<file path="src/rtl/des_sbox_pkg.sv">
// Shared S-box constants, types and the reference lookup for the DES substitution layer.
// Each table row packs 16 nibbles, column 0 in the most significant nibble.
package des_sbox_pkg;

   typedef logic [2:0] sbox_idx_t;
   typedef logic [5:0] sbox_chunk_t;
   typedef logic [3:0] sbox_nib_t;

   typedef enum logic [1:0] {
      ST_IDLE = 2'd0,
      ST_BUSY = 2'd1,
      ST_DONE = 2'd2
   } state_t;

   localparam int SBOX_COUNT = 8;

   localparam logic [63:0] SBOX_TABLE [8][4] = '{
      '{64'hE4D12FB83A6C5907, 64'h0F74E2D1A6CB9538, 64'h41E8D62BFC973A50, 64'hFC8249175B3EA06D},
      '{64'hF18E6B34972DC05A, 64'h3D47F28EC01A69B5, 64'h0E7BA4D158C6932F, 64'hD8A13F42B67C05E9},
      '{64'hA09E63F51DC7B428, 64'hD709346A285ECBF1, 64'hD6498F30B12C5AE7, 64'h1AD069874FE3B52C},
      '{64'h7DE3069A1285BC4F, 64'hD8B56F03472C1AE9, 64'hA690CB7DF13E5284, 64'h3F06A1D8945BC72E},
      '{64'h2C417AB6853FD0E9, 64'hEB2C47D150FA3986, 64'h421BAD78F9C5630E, 64'hB8C71E2D6F09A453},
      '{64'hC1AF92680D34E75B, 64'hAF427C9561DE0B38, 64'h9EF528C3704A1DB6, 64'h432C95FABE17608D},
      '{64'h4B2EF08D3C975A61, 64'hD0B7491AE35C2F86, 64'h14BDC37EAF680592, 64'h6BD814A7950FE23C},
      '{64'hD2846FB1A93E50C7, 64'h1FD8A374C56B0E92, 64'h7B419CE206ADF358, 64'h21E74A8DFC90356B}
   };

   function automatic sbox_nib_t sbox_lookup(input sbox_idx_t idx, input sbox_chunk_t chunk);
      logic [1:0]  row;
      logic [3:0]  col;
      logic [63:0] row_bits;
      row      = {chunk[5], chunk[0]};
      col      = chunk[4:1];
      row_bits = SBOX_TABLE[idx][row];
      return sbox_nib_t'(row_bits >> (60 - 4 * int'(col)));
   endfunction

endpackage

</file>
<file path="src/rtl/des_sbox_lookup.sv">
// One combinational S-box lane: selects box idx and substitutes a 6-bit chunk.
// Zero latency, no handshake; the enclosing unit owns all flow control.
module des_sbox_lookup
   import des_sbox_pkg::*;
(
   input  sbox_idx_t   idx,
   input  sbox_chunk_t chunk,
   output sbox_nib_t   value
);

   assign value = sbox_lookup(idx, chunk);

endmodule

</file>
<file path="src/rtl/des_sbox_unit.sv">
// DES S1..S8 substitution of a 48-bit half-block, LANES boxes per cycle; result after 8/LANES cycles.
// valid/ready both sides; DONE holds the result until out_ready, and accepts the next block on that same cycle.
module des_sbox_unit
   import des_sbox_pkg::*;
#(
   parameter int LANES = 2
) (
   input  logic        clk,
   input  logic        rst_n,
   input  logic        in_valid,
   output logic        in_ready,
   input  logic [47:0] in_data,
   output logic        out_valid,
   input  logic        out_ready,
   output logic [31:0] out_data,
   output logic        busy
);

   if (LANES != 1 && LANES != 2 && LANES != 4 && LANES != 8) begin : g_bad_lanes
      $error("des_sbox_unit: LANES must be 1, 2, 4 or 8");
   end

   localparam int         STEPS     = SBOX_COUNT / LANES;
   localparam logic [2:0] LAST_STEP = 3'(STEPS - 1);

   state_t      state_q, state_d;
   logic [2:0]  step_q, step_d;
   logic [47:0] in_reg, in_reg_d;
   logic [31:0] res_q, res_d, res_lanes;
   logic        take;

   sbox_idx_t   lane_idx   [LANES];
   sbox_chunk_t lane_chunk [LANES];
   sbox_nib_t   lane_val   [LANES];
   logic [4:0]  nib_shift  [LANES];

   for (genvar j = 0; j < LANES; j++) begin : g_lane
      assign lane_idx[j]   = sbox_idx_t'(int'(step_q) * LANES + j);
      assign lane_chunk[j] = sbox_chunk_t'(in_reg >> (42 - 6 * int'(lane_idx[j])));
      assign nib_shift[j]  = 5'(28 - 4 * int'(lane_idx[j]));

      des_sbox_lookup u_lookup (
         .idx   (lane_idx[j]),
         .chunk (lane_chunk[j]),
         .value (lane_val[j])
      );
   end

   // Lanes always cover distinct boxes, so each nibble is replaced independently.
   always_comb begin
      res_lanes = res_q;
      for (int j = 0; j < LANES; j++) begin
         res_lanes = (res_lanes & ~(32'hF << nib_shift[j]))
                   | ({28'h0, lane_val[j]} << nib_shift[j]);
      end
   end

   always_comb begin
      state_d   = state_q;
      step_d    = step_q;
      in_reg_d  = in_reg;
      res_d     = res_q;
      in_ready  = 1'b0;
      out_valid = 1'b0;
      busy      = 1'b0;
      take      = 1'b0;
      unique case (state_q)
         ST_IDLE: begin
            in_ready = 1'b1;
            take     = in_valid;
         end
         ST_BUSY: begin
            busy   = 1'b1;
            res_d  = res_lanes;
            step_d = step_q + 3'd1;
            if (step_q == LAST_STEP) begin
               state_d = ST_DONE;
            end
         end
         ST_DONE: begin
            out_valid = 1'b1;
            in_ready  = out_ready;
            if (out_ready) begin
               take = in_valid;
               if (!in_valid) begin
                  state_d = ST_IDLE;
               end
            end
         end
         default: state_d = ST_IDLE;
      endcase
      if (take) begin
         in_reg_d = in_data;
         res_d    = '0;
         step_d   = '0;
         state_d  = ST_BUSY;
      end
   end

   always_ff @(posedge clk or negedge rst_n) begin
      if (!rst_n) begin
         state_q <= ST_IDLE;
         step_q  <= '0;
         in_reg  <= '0;
         res_q   <= '0;
      end else begin
         state_q <= state_d;
         step_q  <= step_d;
         in_reg  <= in_reg_d;
         res_q   <= res_d;
      end
   end

   assign out_data = res_q;

endmodule

</file>
<file path="config.mk">
export PLATFORM = sky130hd
export DESIGN_NAME = des_sbox_unit
export DESIGN_NICKNAME = d
export VERILOG_FILES = /design/src/rtl/des_sbox_pkg.sv /design/src/rtl/des_sbox_lookup.sv /design/src/rtl/des_sbox_unit.sv
export SDC_FILE = /design/constraint.sdc
export NUM_CORES = 1
export LEC_CHECK = 0
export BUFFER_PORTS_ARGS = -buffer_cell sky130_fd_sc_hd__buf_2
export CORE_MARGIN = 5
export CORE_UTILIZATION = 55
export DETAILED_ROUTE_END_ITERATION = 10
export GPL_TIMING_DRIVEN = 0
export PLACE_DENSITY = 0.75
export SYNTH_ARGS = -nofsm -noshare
export SYNTH_HDL_FRONTEND = slang
export SYNTH_SLANG_ARGS = --single-unit
</file>
<file path="constraint.sdc">
create_clock -name clk -period 9 [get_ports clk]
set_input_delay 0.9 -clock clk [delete_from_list [all_inputs] [get_ports clk]]
set_output_delay 0.9 -clock clk [all_outputs]
set_load 0.05 [all_outputs]
</file>
==> run metrics <==
vias in the first global route=10,100; Clock Root Buffer=sky130_fd_sc_hd__clkbuf_16; average cell area after synthesis=7.79 µm²; post-route fraction of the period consumed by the critical path=74.7%; Inst Count DP=1,397; largest net degree at the start of global routing=54; clock latency at the later pin of the worst-skew pair=380 ps; Min Clock Period, post-route=6720 ps; maximum fanout along the worst path=15; standard-cell row count=45; die area=18,200 µm²; setup bufs post-CTS=0; mean routed wirelength per cell=28.0 µm; area share of the leading cell type in the synthesized netlist=24.8%; number of I/O port buffers=86; Hold Crit Class=in2async; share of the core filled with cells in the final layout=62.9%; Synth area leaders=sky130_fd_sc_hd__dfrtp_1, sky130_fd_sc_hd__nand2_1, sky130_fd_sc_hd__mux2i_1; core region area=15,300 µm²; DIE HEIGHT=135 µm; sort of element at the start of the critical path=register; Total Routing Usage GR=42.6%; type of the setup path with the least slack=reg2reg; average via count per standard cell=7.41; area added between synthesis and finish=12.0%; Final Hold Fails=0; post-detailed-route DRC marker count=0; dominant cell type by area after synthesis=sky130_fd_sc_hd__dfrtp_1; portion of the post-synthesis area used by sequential elements=24.8%; buffer depth of the longest clock path=2; share of post-route cells with drive strength above 1=18.6%; Pre-antenna DRT Iters=8; top flip-flop cell by instance count after synthesis=sky130_fd_sc_hd__dfrtp_1; DR iter-0 viols=2,059; clock input transition at the sequential cells of the worst setup and hold paths=80 ps; global-route wire length before repair=59.6 mm; final setup violation count=0; synthesis warning total=0; WP data arrival=6980 ps; vias post-DR=10,500; number of flops mapped to enable cells by yosys=0; Max Clock Freq=0.149 GHz; width of the die=135 µm; net total in the final layout=1,274; number of flip-flops and latches in the synthesized netlist=85; total clock buffers created by CTS=9; hold buffer count at cts=0; combined area of all synthesized cells=8560 µm²; Final Routed Wirelength=39.5 mm; total negative slack for setup checks=0 ps; fraction of synthesis flops using an asynchronous set or reset pin=100%; DP HPWL=28.5 mm; Post-Syn Nets=1,176; final estimated routing congestion in global placement=1.19; initial core utilization=56.1%; Sinks on Clock Net=85; worst max-slew margin expressed relative to the limit=15.7%; synthesized instance count=1,099; post-CTS resize count=0; clock tree from TritonCTS=built; setup repair after global routing missed its margin=false; max reg flops=48; number of antenna violations at the first check in global routing=0; antenna violation net count after detailed routing=0; post-route clock skew=17.3 ps; H-tree depth=3; number of unique standard cell types used by synthesis=97; transition at the pin with the smallest max-transition slack=1260 ps; MaxCap Viol Count=0; number of pins exceeding their max-slew limit in the final report=0; Worst EP required=9250 ps; post-route insts no fill=1,413; CP Capture Type=register; count of pins on the block boundary=87; total grt overflow=0; run status=complete, no violations; Antenna Diode Count=0
## placed cells by master, fill, tap and decap left out, types with 5 or more instances in the layout
cell type,Yosys,routed
sky130_fd_sc_hd__mux2i_1,32,32
sky130_fd_sc_hd__o31ai_1,10,10
sky130_fd_sc_hd__o221ai_1,13,13
sky130_fd_sc_hd__buf_4,16,17
sky130_fd_sc_hd__nand3_1,26,26
sky130_fd_sc_hd__mux4_2,14,14
sky130_fd_sc_hd__and2_1,7,7
sky130_fd_sc_hd__a21o_1,6,6
sky130_fd_sc_hd__o21ai_1,17,17
sky130_fd_sc_hd__a21oi_1,63,63
sky130_fd_sc_hd__o211ai_1,34,34
sky130_fd_sc_hd__buf_2,33,118
sky130_fd_sc_hd__a211oi_1,20,20
sky130_fd_sc_hd__mux2_2,9,9
sky130_fd_sc_hd__a31oi_1,16,16
sky130_fd_sc_hd__ha_1,25,25
sky130_fd_sc_hd__nand2b_1,5,5
sky130_fd_sc_hd__nand4_1,5,5
sky130_fd_sc_hd__nor3_1,13,13
sky130_fd_sc_hd__nor4_1,5,5
sky130_fd_sc_hd__a221oi_1,9,9
sky130_fd_sc_hd__nor2_1,67,67
sky130_fd_sc_hd__clkbuf_1,41,41
sky130_fd_sc_hd__buf_1,5,5
sky130_fd_sc_hd__o22ai_1,12,12
sky130_fd_sc_hd__a32oi_1,7,7
sky130_fd_sc_hd__o2111ai_1,6,6
sky130_fd_sc_hd__a211o_1,8,8
sky130_fd_sc_hd__dfrtp_1,85,85
sky130_fd_sc_hd__a22o_1,19,19
sky130_fd_sc_hd__buf_6,10,10
sky130_fd_sc_hd__inv_1,13,13
sky130_fd_sc_hd__a22oi_1,11,11
sky130_fd_sc_hd__a311oi_1,13,13
sky130_fd_sc_hd__nand2_1,245,245
sky130_fd_sc_hd__nor2b_1,8,8
sky130_fd_sc_hd__o21ai_0,63,63
sky130_fd_sc_hd__o21a_1,8,8
sky130_fd_sc_hd__clkbuf_16,0,9
## kinds of logic (layout without fill, tap and decap cells)
| kind of cell | count (synthesis) | after routing | synth area share, % |
|---|---|---|---|
| compound gates | 400 | 400 | 34.0 |
| xor+xnor | 1 | 1 | 0.102 |
| fa+ha+maj | 25 | 25 | 3.65 |
| buf+inv | 123 | 226 | 7.58 |
| flops | 85 | 85 | 24.8 |
| mux | 55 | 55 | 8.60 |
| simple gates | 410 | 410 | 21.3 |
## cell type report
| type | instances | area, µm² |
|---|---|---|
| buffer | 106 | 586 |
| clock buffer | 10 | 239 |
| clock inverter | 6 | 67.6 |
| fill | 1331 | 5660 |
| inverter | 17 | 63.8 |
| multi-input combinational | 891 | 5790 |
| sequential | 85 | 2130 |
| tap | 211 | 264 |
| timing repair buffer | 87 | 460 |
## metrics by stage
step	setup slack, ps	cell area [µm²]	hold slack [ps]
3_5_place_dp	2870	9290	468
2_1_floorplan	4530	8560	440
6_report	2280	9600	471
3_3_place_gp	2730	9260	461
5_1_grt	2390	9600	502
4_1_cts	2810	9600	482
## final timing paths
check,to,slack [ps],from,depth (start not counted)
setup / recovery,out_data[0],2280,step_q[0],17
hold / removal,out_data[14],470,rst_n,1
setup reg to reg,out_data[0],2280,step_q[0],17
hold reg to reg,out_data[3],480,out_data[3],2
max in group asynchronous,in_reg[21],7910,rst_n,2
min in group clk,out_data[3],480,out_data[3],2
## metal layers
layer / global-route usage (%) / up-vias / routed length, µm
li1: - / 4315 / -
met1: 52.5 / 4828 / 14200
met2: 62.8 / 1025 / 16400
met3: 15.8 / 304 / 5880
met4: 27.3 / 0 / 3120
met5: 0.556 / - / 0
## worst max-delay path: stages (launching register included)
cell and delay (ps):
sky130_fd_sc_hd__dfrtp_1 640, sky130_fd_sc_hd__buf_4 330, sky130_fd_sc_hd__buf_8 170, sky130_fd_sc_hd__buf_6 150, sky130_fd_sc_hd__buf_2 220, sky130_fd_sc_hd__inv_1 120, sky130_fd_sc_hd__clkbuf_1 940, sky130_fd_sc_hd__ha_1 420
sky130_fd_sc_hd__buf_6 160, sky130_fd_sc_hd__buf_4 180, sky130_fd_sc_hd__mux4_2 350, sky130_fd_sc_hd__mux2i_1 90, sky130_fd_sc_hd__o21ai_0 830, sky130_fd_sc_hd__clkinv_1 730, sky130_fd_sc_hd__a211o_1 500, sky130_fd_sc_hd__a211oi_1 280
sky130_fd_sc_hd__a221oi_2 200, sky130_fd_sc_hd__a22o_1 280
## synth_stat cells (all sizes together) (6+ instances only)
| cell type | instances |
|---|---|
| o311ai | 10 |
| a311oi | 14 |
| nor4 | 6 |
| nand2 | 247 |
| mux2i | 32 |
| mux4 | 14 |
| a31oi | 17 |
| nor3 | 15 |
| a221oi | 12 |
| o22ai | 15 |
| a32oi | 7 |
| nand3 | 29 |
| a211o | 8 |
| buf | 65 |
| a21oi | 65 |
| a211oi | 20 |
| o31ai | 10 |
| a22o | 23 |
| and2 | 7 |
| nor2 | 68 |
| mux2 | 9 |
| dfrtp | 85 |
| a21o | 6 |
| o21ai | 83 |
| o221ai | 13 |
| o21a | 8 |
| o211ai | 34 |
| inv | 15 |
| clkbuf | 41 |
| ha | 25 |
| o2111ai | 6 |
| a22oi | 12 |
| nor2b | 8 |
Power is not shown: default switching activity piles up to over one toggle a cycle in this logic, so the estimate is an artifact.
